## config.mk

```make
export PLATFORM = sky130hd
export DESIGN_NAME = status_reg
export DESIGN_NICKNAME = d
export VERILOG_FILES = /design/src/rtl/status_reg.sv
export SDC_FILE = /design/constraint.sdc
export NUM_CORES = 1
export LEC_CHECK = 0
export BUFFER_PORTS_ARGS = -buffer_cell sky130_fd_sc_hd__buf_2
export CORE_AREA = 2 2 39 41
export DETAILED_ROUTE_END_ITERATION = 7
export DIE_AREA = 0 0 41 43
export GPL_ROUTABILITY_DRIVEN = 1
export MAX_ROUTING_LAYER = met4
export PLACE_DENSITY = 0.61
export SYNTH_ARGS = -nofsm -noshare
export SYNTH_HDL_FRONTEND = slang
export SYNTH_SLANG_ARGS = --single-unit
```

## constraint.sdc

```tcl
create_clock -name clk -period 1.2 [get_ports clk]
set_input_delay 0.06 -clock clk [delete_from_list [all_inputs] [get_ports clk]]
set_output_delay 0.06 -clock clk [all_outputs]
set_load 0.005 [all_outputs]
```

## src/rtl/status_reg.sv

```systemverilog
// CPU flag register: full-word load from the ALU or the decoder, plus per-bit
// set/clear strobes, with a registered "flags changed" indication.
module status_reg #(
    parameter int NUM_STATUS_BITS = 4
) (
    input  logic                       clk,
    input  logic                       res,
    input  logic                       wr_en,
    input  logic                       sel_stat_in_alu_decoder,
    input  logic [NUM_STATUS_BITS-1:0] alu_status,
    input  logic [NUM_STATUS_BITS-1:0] dec_status,
    input  logic [NUM_STATUS_BITS-1:0] set_bits,
    input  logic [NUM_STATUS_BITS-1:0] clr_bits,
    output logic [NUM_STATUS_BITS-1:0] status,
    output logic                       status_changed
);

    logic [NUM_STATUS_BITS-1:0] status_q;
    logic [NUM_STATUS_BITS-1:0] status_d;
    logic [NUM_STATUS_BITS-1:0] load_src;
    logic                       changed_q;
    logic                       changed_d;

    assign load_src = sel_stat_in_alu_decoder ? alu_status : dec_status;

    // A full-word write masks the strobes; among strobes, set beats clear.
    always_comb begin
        status_d = status_q;
        if (wr_en) begin
            status_d = load_src;
        end else begin
            status_d = set_bits | (status_q & ~clr_bits);
        end
        changed_d = (status_d != status_q);
    end

    always_ff @(posedge clk or posedge res) begin
        if (res) begin
            status_q  <= '0;
            changed_q <= 1'b0;
        end else begin
            status_q  <= status_d;
            changed_q <= changed_d;
        end
    end

    assign status         = status_q;
    assign status_changed = changed_q;

endmodule

```

# Yosys cells after proc, flatten, opt, wreduce, memory -nomap -nowiden
# Index checks and enable logic that the tools add are counted.
[classes] eq_ne=1 mux=2 bitwise=3
[op_table] op="2-to-1 mux 4 bit" n=2
[op_table] op="AND 4 bit" n=1
[op_table] op="!= test 4 bit" n=1
[op_table] op="NOT 4 bit" n=1
[op_table] op="OR 4 bit" n=1
[totals] register_bits=5 inputBits=20

# Longest topological paths before layout
[logic_depth] depth_word=5 depth_mapped=4

# Worst setup path after synthesis
# OpenSTA, ideal clock, no wires.
[synth_timing] path_type="register to register" start="register status_q[3], in the netlist status[3]" end="register changed_q, in the netlist status_changed" stages_incl_launch_ff=5 period_less_slack_ns=0.959 setup_time_ns=0.138 path_buffers=0 t_arrival_ns=0.821 slack_ns=0.241 path_cell_list="dfrtp_1 > nand2_1 > o22ai_1 > nor3_1 > o2111ai_1"
[synth_between] elab_chain_len=4
[synth_rtl] item="start: declaration" line_no="18" text="logic [NUM_STATUS_BITS-1:0] status_q;"
[synth_rtl] item="start signal: assignment" line_no="42" text="status_q <= status_d;"
[synth_rtl] item="AND 4 bit" line_no="32" text="status_d = set_bits | (status_q & ~clr_bits);"
[synth_rtl] item="OR 4 bit" line_no="32"
[synth_rtl] item="2-to-1 mux 4 bit" line_no="29" text="if (wr_en) begin"
[synth_rtl] item="!= test 4 bit *" line_no="34" text="changed_d = (status_d != status_q);"
[synth_rtl] item="named net changed_d" line_no="22" text="logic changed_d;"
[synth_rtl] item="end signal: assignment" line_no="43" text="changed_q <= changed_d;"
[synth_rtl] item="end: declaration" line_no="21" text="logic changed_q;"
# Mark *: on every way through the listed nets, which the timed path passes. The rest lies on a longest branch.

# Worst setup path in the final report
# Same ends and word-level chain as after synthesis.

==> results by group <==
Clocking
  • Clock transition at path regs: 0.05 ns
  • Root Buffer: clkbuf_4
  • Post-CTS sizing: 0
  • CTS Buf Count: 3
  • Clock sinks: 5
  • Clock Path Buffers: 2
  • CTS HTree Levels: 1
  • Clk Latency, worst-skew pair: 0.24 ns
  • CTS tree: built

Drt
  • First-pass DRT Iterations: 4
  • DR iter-0 viols: 6
  • DRT antenna net count: 0
  • Wire length per cell: 10.3 um
  • Post-DR vias/cell: 4.69
  • Total routed wirelength: 919 um
  • DR vias: 417
  • DRT met1 WL: 399 um
  • Top Layer Used: met4
  • Met3 WL: 73 um
  • DRC Markers: 0
  • DR WL met2: 432 um

Critical path
  • Max incr delay on CP: 0.43 ns
  • Worst Path Max Fanout: 5
  • Critical path class: reg -> reg
  • CP required: 1.31 ns
  • Slowest CP cell: dfrtp_1
  • Startpoint type of the worst setup path: flip-flop
  • Arrival @ worst endpoint: 1.18 ns
  • Critical Path End Type: flip-flop
  • CP cell instances: nand2_1 > o22ai_1 > nor3_1 > o2111ai_1

Final layout
  • Diode count: 0
  • Max reg flops: 4
  • Final core occ: 39.2%
  • Layout cells sized above 1: 39.7%
  • Fill count: 162
  • Nets: 94
  • Area grow syn2layout: 49.8%

Synthesis
  • Mean Syn Cell Area: 8.22 um^2
  • Mux cell area share after synthesis: 12.5%
  • EDFF count, synth: 0
  • Synth Flop Type: dfrtp_1
  • Flops & latches, synth: 5
  • Post-synthesis compound-gate area fraction: 26.0%
  • Cells after Synth: 44
  • Synth Area in Adders: 0%
  • Synth area leader: dfrtp_1
  • Synth cell count leaders: inv_1, dfrtp_1, a21oi_1
  • Post-synthesis sequential area ratio: 34.6%
  • Number of synthesis warnings: 0
  • Post-Synth XOR/XNOR Area: 4.84%
  • Post-synth cell types: 20
  • Post-Synth Simple-Gate Area: 13.8%
  • Async S/R FF share, synth: 100%
  • Syn nets: 64
  • Largest family of logic cells by synthesized area: compound AO/OA/AOI/OAI gates
  • Synth Cell Area: 362 um^2
  • Synth area leaders: dfrtp_1, mux2i_1, inv_1
  • Yosys top cell area share: 34.6%
  • Top-count cell post-synth: inv_1

Die
  • Total Die Area: 1760 um^2
  • Core Region: 1380 um^2
  • Chip Width: 41 um
  • I/O pin cnt: 25
  • Initial core utilization: 26.1%
  • Row Count: 14
  • Die height: 43 um

Timing
  • Max_slew headroom: 81.3%
  • Setup-failing EPs final: 0
  • Max Clock Skew: 0.00244 ns
  • Max Freq: 935 MHz
  • Setup TNS Final: 0 ns
  • Fin crit share: 89.1%
  • Slew Viols, Final: 0
  • Final hold viol count: 0
  • RSZ-0062 raised after global routing: false
  • Worst-Margin Slew: 0.273 ns
  • Crit path time final: 1.07 ns

Place
  • Routability Congestion: 0.689
  • IO Port Bufs: 24

GRT
  • Largest net degree at the start of global routing: 15
  • Vias in the first global route: 333
  • Initial antenna violation count: 0
  • GR Overflow Total: 0
  • All-layer global routing usage: 12.2%
  • First-pass GRT wire length: 1.32 mm

Power and ir drop
  • Max VDD drop: 0.000396 V
  • Pwr per Cell Area: 1010 nW/um^2
  • Leakage power total: 0.276 nW

Flow run
  • Max_cap viols: 0

Min path
  • Worst hold path class: in -> reg

Status
  • Outcome: finished clean
==> report_power, final <==
part | internal [mW] | switching, mW | leakage (nW)
Clock | 0.126 | 0.0717 | 0.0150
Sequential | 0.186 | 0.0183 | 0.0545
Combinational | 0.0790 | 0.0646 | 0.206
Total | 0.390 | 0.155 | 0.276
==> worst paths after layout <==
kind / from / end / slack [ns] / cells past startpoint
setup reg to reg: status[3] / status_changed / 0.13 / 4
max in group asynchronous: res / status[0] / 0.75 / 3
min in group asynchronous: res / status[2] / 0.26 / 3
setup / recovery: status[3] / status_changed / 0.13 / 4
hold reg to reg: status[2] / status[2] / 0.61 / 2
hold / removal: clr_bits[2] / status[2] / 0.1 / 3
==> metrics by stage <==
stage | power [mW] | cells | setup WS (ns) | hold slack (ns) | area [um^2]
after CTS | 0.558 | 89 | 0.119 | 0.0934 | 542
after detailed placement | 0.349 | 84 | 0.124 | -0.0246 | 505
after global routing | 0.590 | 89 | 0.0588 | 0.0988 | 542
final | 0.545 | 89 | 0.131 | 0.0991 | 542
after global placement | 0.346 | 84 | 0.143 | -0.0312 | 505
after floorplan | 0.278 | 44 | 0.241 | -0.161 | 362
==> worst max-delay path, delay by kind of cell (launching register included) <==
family | cells | cell delay, ns
AOI/OAI and AO/OA | 2 | 0.21
DFF | 1 | 0.43
and+or+nand+nor | 2 | 0.29
==> layout by cell type (no fill, tap or decap) <==
master and n:
buf_2 24, inv_1 7, dfrtp_1 5, a21oi_1 4, mux2i_1 3, a211oi_1 3, nand2_1 3, clkbuf_4 3
nand2b_1 2, o22ai_1 2, nor3_1 2, xnor2_1 2, a31oi_1 2, nor2_1 1, a22oi_1 1, mux2_4 1
o21ai_0 1, o21ai_1 1, nand3_1 1, nand3b_1 1, o2111ai_1 1, clkbuf_1 1, dlygate4sd3_1 1, buf_4 1
==> cell type report <==
class	instances	area, um^2	share of cell area [%]
timing repair buffer	26	138	25.4
tap	16	20.0	3.70
sequential	5	125	23.1
multi-input combinational	31	206	38.1
inverter	7	26.3	4.85
clock buffer	4	26.3	4.85
==> cells by family (layout without fill, tap and decap cells) <==
family                 Yosys count  after routing
AO/OA/AOI/OAI                   15             15
XOR/XNOR                         2              2
buffers and inverters            8             37
flip-flops                       5              5
multiplexers                     4              4
AND/OR/NAND/NOR                 10             10
==> timing repair <==
| action | 4_1_cts | 5_1_grt |
|---|---|---|
| hold endpoints to repair | 5 | 0 |
| hold buffers | 1 | 0 |
| setup buffers | 0 | 0 |
==> per-layer routing <==
metal	global-route usage, %	vias to the layer above
li1	-	215
met1	13.3	178
met2	16.6	22
met3	4.71	2
met4	10.0	0
met5	-	-
Power figures use the tool's default switching activity.
